==> config.mk <==
export PLATFORM = sky130hd
export DESIGN_NAME = seq_divider
export DESIGN_NICKNAME = d
export VERILOG_FILES = /design/src/rtl/seq_divider.sv
export SDC_FILE = /design/constraint.sdc
export NUM_CORES = 1
export LEC_CHECK = 0
export ABC_AREA = 1
export ABC_CLOCK_PERIOD_IN_PS = 3500
export CORE_MARGIN = 8
export CORE_UTILIZATION = 45
export CTS_CLUSTER_DIAMETER = 40
export DETAILED_ROUTE_END_ITERATION = 10
export PLACE_DENSITY = 0.74
export SKIP_CTS_REPAIR_TIMING = 1
export SLEW_MARGIN = 20
export SYNTH_ARGS = -nofsm -noshare
export SYNTH_HDL_FRONTEND = slang
export SYNTH_SLANG_ARGS = --single-unit
==> constraint.sdc <==
create_clock -name clk -period 3.5 [get_ports clk]
set_clock_uncertainty 0.05 [all_clocks]
set_input_delay 0.7 -clock clk [delete_from_list [all_inputs] [get_ports clk]]
set_output_delay 0.7 -clock clk [all_outputs]
set_load 0.1 [all_outputs]
==> src/rtl/seq_divider.sv <==
// seq_divider: multi-cycle restoring divider, one quotient bit per clock.
// Produces {remainder, quotient} for signed or unsigned WIDTH-bit operands.
// Divide-by-zero is reported on dbz_o, and annul_i aborts an operation in flight.
// Optional feature macro: DIV_EARLY_OUT_EN. When it is defined and |op1| < |op2|,
// the iteration loop is skipped.
module seq_divider #(
  parameter int WIDTH = 32,
  parameter int CNT_W = $clog2(WIDTH) + 1
) (
  input  logic                 clk,
  input  logic                 rst_n,
  input  logic                 signed_div_i,
  input  logic [WIDTH-1:0]     opdata1_i,
  input  logic [WIDTH-1:0]     opdata2_i,
  input  logic                 start_i,
  input  logic                 annul_i,
  output logic                 busy_o,
  output logic                 dbz_o,
  output logic [2*WIDTH-1:0]   result_o,
  output logic                 ready_o
);

  typedef enum logic [2:0] {
    IDLE   = 3'd0,
    BYZERO = 3'd1,
    ON     = 3'd2,
    FIX    = 3'd3,
    DONE   = 3'd4
  } state_t;

  localparam logic [WIDTH-1:0] ZERO_W = {WIDTH{1'b0}};
  localparam logic [WIDTH-1:0] ONE_W  = {{(WIDTH-1){1'b0}}, 1'b1};
  localparam logic [CNT_W-1:0] LAST_CNT = CNT_W'(WIDTH - 1);

  state_t           state_r, state_s;
  logic             sign_div_r, sign1_r, sign2_r, dbz_flag_r;
  logic [WIDTH-1:0] quot_r, rem_r, divisor_r;
  logic [CNT_W-1:0] cnt_r;
  logic [WIDTH-1:0] mag1_s, mag2_s;
  logic             accept_s, early_s, last_iter_s, busy_next_s;
  logic [WIDTH:0]   shifted_s, diff_s;

  // Operand magnitudes, accept decision and the trial subtraction.
  always_comb begin
    mag1_s = (signed_div_i && opdata1_i[WIDTH-1]) ? ((~opdata1_i) + ONE_W) : opdata1_i;
    mag2_s = (signed_div_i && opdata2_i[WIDTH-1]) ? ((~opdata2_i) + ONE_W) : opdata2_i;
    accept_s = start_i & ~annul_i;
`ifdef DIV_EARLY_OUT_EN
    early_s = (mag1_s < mag2_s);
`else
    early_s = 1'b0;
`endif
    // The next dividend bit enters from the MSB of the quotient/dividend shift register.
    shifted_s   = {rem_r, quot_r[WIDTH-1]};
    // The difference is WIDTH+1 bits wide, so its MSB is the borrow.
    diff_s      = shifted_s - {1'b0, divisor_r};
    last_iter_s = (cnt_r == LAST_CNT);
  end

  // Next-state logic.
  always_comb begin
    state_s = state_r;
    case (state_r)
      IDLE: begin
        if (accept_s) begin
          if (mag2_s == ZERO_W) begin
            state_s = BYZERO;
          end else if (early_s) begin
            state_s = FIX;
          end else begin
            state_s = ON;
          end
        end else begin
          state_s = IDLE;
        end
      end
      BYZERO: begin
        if (annul_i) state_s = IDLE;
        else         state_s = DONE;
      end
      ON: begin
        if (annul_i)          state_s = IDLE;
        else if (last_iter_s) state_s = FIX;
        else                  state_s = ON;
      end
      FIX: begin
        if (annul_i) state_s = IDLE;
        else         state_s = DONE;
      end
      DONE: begin
        // annul_i has no effect here; only dropping start_i releases the result.
        if (start_i) state_s = DONE;
        else         state_s = IDLE;
      end
      default: state_s = IDLE;
    endcase
    busy_next_s = (state_s == BYZERO) || (state_s == ON) || (state_s == FIX);
  end

  // State register.
  always_ff @(posedge clk or negedge rst_n) begin
    if (!rst_n) state_r <= IDLE;
    else        state_r <= state_s;
  end

  // Datapath: operand latch, iterations, sign fix-up and the registered outputs.
  always_ff @(posedge clk or negedge rst_n) begin
    if (!rst_n) begin
      sign_div_r <= 1'b0;
      sign1_r    <= 1'b0;
      sign2_r    <= 1'b0;
      dbz_flag_r <= 1'b0;
      quot_r     <= ZERO_W;
      rem_r      <= ZERO_W;
      divisor_r  <= ZERO_W;
      cnt_r      <= {CNT_W{1'b0}};
      busy_o     <= 1'b0;
      ready_o    <= 1'b0;
      dbz_o      <= 1'b0;
      result_o   <= {(2*WIDTH){1'b0}};
    end else begin
      busy_o <= busy_next_s;
      case (state_r)
        IDLE: begin
          if (accept_s) begin
            sign_div_r <= signed_div_i;
            sign1_r    <= opdata1_i[WIDTH-1];
            sign2_r    <= opdata2_i[WIDTH-1];
            divisor_r  <= mag2_s;
            dbz_flag_r <= (mag2_s == ZERO_W);
            cnt_r      <= {CNT_W{1'b0}};
            // On the early-out path the dividend is already the remainder.
            quot_r     <= early_s ? ZERO_W : mag1_s;
            rem_r      <= early_s ? mag1_s : ZERO_W;
          end
        end
        BYZERO: begin
          quot_r <= ZERO_W;
          rem_r  <= ZERO_W;
        end
        ON: begin
          cnt_r <= cnt_r + {{(CNT_W-1){1'b0}}, 1'b1};
          if (diff_s[WIDTH]) begin
            rem_r  <= shifted_s[WIDTH-1:0];
            quot_r <= {quot_r[WIDTH-2:0], 1'b0};
          end else begin
            rem_r  <= diff_s[WIDTH-1:0];
            quot_r <= {quot_r[WIDTH-2:0], 1'b1};
          end
        end
        FIX: begin
          // Use the latched signs: the operand inputs may already hold the next operation.
          if (sign_div_r && (sign1_r ^ sign2_r)) quot_r <= (~quot_r) + ONE_W;
          if (sign_div_r && sign1_r)             rem_r  <= (~rem_r) + ONE_W;
        end
        DONE: begin
          if (start_i) begin
            ready_o  <= 1'b1;
            dbz_o    <= dbz_flag_r;
            result_o <= {rem_r, quot_r};
          end else begin
            ready_o  <= 1'b0;
            dbz_o    <= 1'b0;
            result_o <= {(2*WIDTH){1'b0}};
          end
        end
        default: begin
          ready_o <= 1'b0;
        end
      endcase
    end
  end

endmodule
==> results of run 1 <==
-- power groups by stage --
stage	registers [mW]	logic, mW	clock network, mW
2_1_floorplan	3.25	1.35	0
3_3_place_gp	2.58	2.94	0
3_5_place_dp	2.58	2.96	0
4_1_cts	2.55	2.97	1.96
5_1_grt	2.59	3.23	2.04
6_report	2.55	2.98	1.94
-- worst max-delay path: cells and delay by family, from the launching register on --
| family | cells | cell delay (ns) |
|---|---|---|
| buffers and inverters | 2 | 0.29 |
| DFF | 1 | 0.41 |
| adders and majority gates | 2 | 0.64 |
| and+or+nand+nor | 14 | 1.52 |
-- through the flow --
stage	hold slack (ns)	area [um^2]	setup slack (ns)	cells	util, %
6_report	0.203	16500	0.487	2862	52.4
5_1_grt	0.251	16500	0.268	2862	52.4
4_1_cts	0.219	16500	0.555	2862	52.4
3_5_place_dp	0.423	15900	0.352	2831	50.6
3_3_place_gp	0.418	15900	0.373	2831	50.6
2_1_floorplan	0.354	14300	1.14	2341	-
-- layout make-up --
cell class / instances / area share [%]
multi-input cells: 1752 / 50.3
flip-flops and latches: 176 / 26.7
repair buffers: 157 / 8.56
inverters: 344 / 7.83
well taps: 402 / 3.05
clock buffers: 18 / 2.60
clock inverters: 13 / 0.925
-- synth_stat cells (all sizes together) (2+ instances only) --
cell type	count
nor4	6
o221ai	7
o22ai	4
nand2	789
o21ai	286
nand3	188
inv	343
nand3b	10
nand4	41
o31ai	2
or2	3
buf	21
o211ai	12
and2	7
nor3	24
a21o	2
xnor2	17
xor2	19
a21oi	60
nor2	227
a31oi	6
dfrtp	176
clkbuf	48
ha	37
-- routing by layer --
metal	up-vias	GRT usage [%]	share of wire, %
met3	82	3.49	6.6
met2	587	42.1	46
li1	7679	-	-
met4	0	9.50	3.3
met5	-	0	0
met1	7191	34.3	44
-- final timing paths --
kind | to | slack [ns] | cells past startpoint
max reg2reg | rem_r[12] | 0.49 | 18
min in group clk | cnt_r[5] | 0.42 | 1
max in group asynchronous | divisor_r[7] | 2.38 | 2
max | rem_r[12] | 0.49 | 18
min reg2reg | cnt_r[5] | 0.42 | 1
min | ready_o | 0.20 | 1
-- flip-flops by register name, indices dropped and copies added (netlist names), 3 cells and up --
signal     cells
result_o      64
divisor_r     32
rem_r         32
cnt_r          6
state_r        3
quot_r        32
-- logic make-up (layout without fill, tap and decap cells) --
group | Yosys count | in the layout | share of synthesized area, %
buffers and inverters | 413 | 532 | 11.3
AND/OR/NAND/NOR | 1296 | 1296 | 38.2
multiplexers | 1 | 1 | 0.0699
adder cells (fa/ha/maj) | 38 | 38 | 3.37
flip-flops | 176 | 176 | 30.8
AO/OA/AOI/OAI | 381 | 381 | 14.0
XOR/XNOR | 36 | 36 | 2.20
==> flow_metrics.env, run 1 <==
export IMPL_start_util_pct=45.5
export IMPL_ant_nets=0
export IMPL_share_comb_of_total_power_pct=39.9
export IMPL_place_hpwl_um=39300
export IMPL_cp_startpoint="quot_r[31]"
export IMPL_layout_common_cells="772 x nand2_1, 334 x inv_1, 280 x o21ai_0"
export IMPL_drc=0
export IMPL_yosysTopAreaCellShare_pct=30.8
export IMPL_gp_congestion=0.959
export IMPL_cp_end_kind="flop"
export IMPL_regArea_um2=4400
export IMPL_internal_power_mw=4.15
export IMPL_clockBufferDepth=2
export IMPL_die_area_um2=37800
export IMPL_leakage_nw=8.74
export IMPL_status="finished clean"
export IMPL_ys_seq_elements=176
export IMPL_grt_pass1_vias=14608
export IMPL_clockPowerShare_pct=26.0
export IMPL_max_cap_viol_count=0
export IMPL_ys_types=48
export IMPL_die_x_um=194
export IMPL_fmax_ghz=0.332
export IMPL_path_max_fanout=33
export IMPL_grt_pass1_wl_um=78900
export IMPL_setup_tns_ns=0
export IMPL_worstMarginPinSlew_ns=0.982
export IMPL_synth_top_area_cell="dfrtp_1"
export IMPL_vias_per_cell=5.43
export IMPL_multi_input_area_um2=8300
export IMPL_period_needed_ns=3.01
export IMPL_syn_inst=2341
export IMPL_crit_top_cell="nand2_1"
export IMPL_synthToLayoutAreaGrowth_pct=15.3
export IMPL_yosys_warnings=0
export IMPL_io_buffers=135
export IMPL_netSwitchingPower_mw=3.33
export IMPL_clk_latency_ns=0.44
export IMPL_yosysSeqAreaShare_pct=30.8
export IMPL_syn_nets=2448
export IMPL_async_reset_ff_share_pct=100
export IMPL_rows=65
export IMPL_antenna_found_initial=0
export IMPL_cts_buffers=17
export IMPL_grt_max_degree=67
export IMPL_criticalPathCategory="reg -> reg"
export IMPL_h_tree_depth=4
export IMPL_setup_viol=0
export IMPL_r2r_start="quot_r[31]"
export IMPL_layout_drive_gt1_share_pct=6.67
export IMPL_powerDensity_nw_per_um2=453
export IMPL_start_kind="flop"
export IMPL_total_power_mw=7.48
export IMPL_avgSynthCellArea_um2=6.11
export IMPL_drt_wirelength_per_cell_um=17.3
export IMPL_final_max_slew_viol_count=0
export IMPL_grt_util_all_layers_pct=25.7
export IMPL_path_cells="inv_1 > ha_1 > inv_1 > fa_1 > nand2_1 > nand2_1 > nand3_2 > nand2_2 > nand2_2 > nand2_2 > nand2_4 > nand3_1 > nand2_4 > nand2_1 > nand3_1 > nand2_1 > nand2_1 > nand2_1"
export IMPL_grt_overflow=0
export IMPL_critPathSlowestCell="fa_1"
export IMPL_core_area_um2=31500
export IMPL_cts_root_buffer_cell="clkbuf_16"
export IMPL_arrival_ns=3.30
export IMPL_worstHoldPathType="in -> async"
export IMPL_antenna_cells=0
export IMPL_p_sw_share_pct=44.5
export IMPL_fillers=3249
export IMPL_final_common_cell="nand2_1"
export IMPL_cts_sinks=176
export IMPL_cts_tree="yes"
export IMPL_synthesis_area_um2=14300
export IMPL_slew_headroom_pct=34.3
export IMPL_ys_flop_type="dfrtp_1"
export IMPL_finalHoldViolCount=0
export IMPL_timing_critical_path_required_ns=3.79
export IMPL_cts_reportedPaths_clkPinSlew_ns=0.07
export IMPL_rsz0062_at_grt="false"
export IMPL_num_vias=15539
export IMPL_ios=136
export IMPL_drt_iter0_drc=1587
export IMPL_firstDrtPassIters=6
export IMPL_synth_area_top_cells="dfrtp_1 31%, nand2_1 20%, o21ai_0 9.8%"
export IMPL_fin_crit_sh_pct=86.1
export IMPL_nets=2555
export IMPL_wl_um=49400
export IMPL_pwr_share_seq_pct=34.2
export IMPL_ir_drop_mv=0.341
export IMPL_synth_edf_count=0
export IMPL_max_stage_delay_ns=0.46
export IMPL_die_h_um=194
Power figures use the tool's default switching activity.
==> inputs of run 2 (changes only) <==
--- a/config.mk
+++ b/config.mk
@@ -10,7 +10,9 @@
 export CORE_MARGIN = 8
 export CORE_UTILIZATION = 45
 export CTS_CLUSTER_DIAMETER = 40
+export CTS_CLUSTER_SIZE = 25
 export DETAILED_ROUTE_END_ITERATION = 10
+export GPL_ROUTABILITY_DRIVEN = 0
 export PLACE_DENSITY = 0.74
 export SKIP_CTS_REPAIR_TIMING = 1
 export SLEW_MARGIN = 20
==> run 2 against run 1 <==
Effect of this change: total power decreased by 1.5%; combinational power decreased by 1%; final area decreased by 0.19%; maximum frequency increased by 0.27%; register-to-register slack about the same; setup slack improved by 0.0083 ns; sequential power about the same; cell count about the same; first-iteration DRC count increased by 7.1%; highest routed layer unchanged.
==> flow_metrics.env, run 2 (synthesis gave the netlist of run 1 again) <==
export IMPL_ant_nets=0
export IMPL_status="finished clean"
export IMPL_start_kind="flop"
export IMPL_criticalPathCategory="reg -> reg"
export IMPL_nets=2553
export IMPL_wl_um=46600
export IMPL_clk_latency_ns=0.44
export IMPL_leakage_nw=8.72
export IMPL_r2r_slack_ns=0.50
export IMPL_crit_end="rem_r[13]"
export IMPL_vias_per_cell=5.52
export IMPL_cp_end_kind="flop"
export IMPL_r2r_end="rem_r[13]"
export IMPL_pwr_share_seq_pct=34.7
export IMPL_die_h_um=194
export IMPL_core_area_um2=31500
export IMPL_final_common_cell="nand2_1"
export IMPL_place_hpwl_um=36400
export IMPL_h_tree_depth=4
export IMPL_grt_max_degree=92
export IMPL_drt_wirelength_per_cell_um=16.3
export IMPL_p_sw_share_pct=44.0
export IMPL_max_cap_viol_count=0
export IMPL_timing_critical_path_required_ns=3.77
export IMPL_arrival_ns=3.27
export IMPL_finalHoldViolCount=0
export IMPL_fillers=3112
export IMPL_rows=65
export IMPL_path_max_fanout=33
export IMPL_clockPowerShare_pct=25.4
export IMPL_cts_reportedPaths_clkPinSlew_ns=0.07
export IMPL_layout_drive_gt1_share_pct=6.55
export IMPL_num_vias=15783
export IMPL_setup_viol=0
export IMPL_ios=136
export IMPL_grt_pass1_vias=14671
export IMPL_antenna_found_initial=0
export IMPL_ff2ff_path_depth=18
export IMPL_clockBufferDepth=2
export IMPL_die_area_um2=37800
export IMPL_io_buffers=135
export IMPL_grt_overflow=0
export IMPL_place_area_um2=15900
export IMPL_firstDrtPassIters=7
export IMPL_cp_startpoint="quot_r[31]"
export IMPL_final_max_slew_viol_count=0
export IMPL_cts_buffers=17
export IMPL_slew_headroom_pct=34.5
export IMPL_netSwitchingPower_mw=3.24
export IMPL_largest_register_ffs=64
export IMPL_start_util_pct=45.5
export IMPL_ir_drop_mv=0.316
export IMPL_crit_top_cell="nand2_1"
export IMPL_worstHoldPathType="in -> async"
export IMPL_cts_root_buffer_cell="clkbuf_16"
export IMPL_die_x_um=194
export IMPL_fin_area_um2=16500
export IMPL_grt_pass1_wl_um=75100
export IMPL_fin_crit_sh_pct=85.9
export IMPL_worstMarginPinSlew_ns=0.980
export IMPL_grt_util_all_layers_pct=24.0
export IMPL_layout_common_cells="772 x nand2_1, 334 x inv_1, 280 x o21ai_0"
export IMPL_fmax_ghz=0.333
export IMPL_largest_register="result_o"
export IMPL_critPathSlowestCell="dfrtp_1"
export IMPL_max_stage_delay_ns=0.44
export IMPL_cts_sinks=176
export IMPL_path_cells="inv_1 > ha_1 > inv_1 > fa_1 > nand2_1 > nand2_1 > nand3_2 > nand2_2 > nand2_2 > nand2_2 > nand2_4 > nand3_1 > nand2_4 > nand2_1 > nand3_1 > nand2_1 > nand2_1 > nand2_1"
export IMPL_period_needed_ns=3.00
export IMPL_internal_power_mw=4.13
export IMPL_powerDensity_nw_per_um2=447
export IMPL_setup_tns_ns=0
export IMPL_synthToLayoutAreaGrowth_pct=15.0
export IMPL_antenna_cells=0
export IMPL_drt_iter0_drc=1700
export IMPL_cts_tree="yes"
export IMPL_drc=0
export IMPL_r2r_start="quot_r[31]"
export IMPL_share_comb_of_total_power_pct=40.0
export IMPL_rsz0062_at_grt="false"
[run 2: changes by cell type in the layout (fill, tap and decap cells not counted), sizes merged]
cell / previous run / this run
clkdlybuf4s50: 77 / 78
inv: 348 / 345
bufinv: 2 / 1
buf: 80 / 77
clkbuf: 18 / 22
clkinvlp: 2 / 3
[run 2: area by class of cell]
type	instances	area, um^2	share of cell area [%]
sequential	176	4400	26.7
timing repair buffer	155	1390	8.43
multi-input combinational	1752	8300	50.4
inverter	344	1290	7.84
clock inverter	10	101	0.616
tap	402	503	3.05
clock buffer	22	474	2.88
[run 2: worst min path at each step]
stage	endpoint	slack, ns	depth (start not counted)
after floorplan	busy_o	0.35	0
after global placement	ready_o	0.41	2
after detailed placement	ready_o	0.42	2
after CTS	rem_r[5]	0.34	1
after global routing	result_o[32]	0.37	1
final	result_o[32]	0.30	1
[run 2: layer usage]
layer	track usage [%]	vias to the layer above	share of wire, %
li1	-	7672	-
met1	30.6	7307	42
met2	39.9	692	47
met3	3.63	112	7.6
met4	10.3	0	4.1
met5	0	-	0
[run 2: worst max-delay path, delay by kind of cell, from the launching register on]
| family | cells | cell delay (ns) |
|---|---|---|
| simple gates | 14 | 1.50 |
| fa+ha+maj | 2 | 0.63 |
| flops | 1 | 0.44 |
| buf+inv | 2 | 0.25 |
[run 2: power groups by stage]
stage | registers (mW) | logic [mW] | clock network (mW)
2_1_floorplan | 3.25 | 1.35 | 0
3_3_place_gp | 2.58 | 2.87 | 0
3_5_place_dp | 2.58 | 2.91 | 0
4_1_cts | 2.55 | 2.93 | 1.88
5_1_grt | 2.59 | 3.19 | 1.97
6_report | 2.55 | 2.94 | 1.87
[run 2: per-stage QoR]
step / utilization (%) / instances / hold WS, ns / total power [mW] / setup slack (ns)
global route: 52.3 / 2861 / 0.373 / 7.74 / 0.263
detailed placement: 50.5 / 2829 / 0.416 / 5.50 / 0.223
finish: 52.3 / 2861 / 0.300 / 7.36 / 0.495
CTS: 52.3 / 2861 / 0.339 / 7.36 / 0.535
floorplan: - / 2341 / 0.354 / 4.60 / 1.14
global placement: 50.5 / 2829 / 0.414 / 5.45 / 0.268
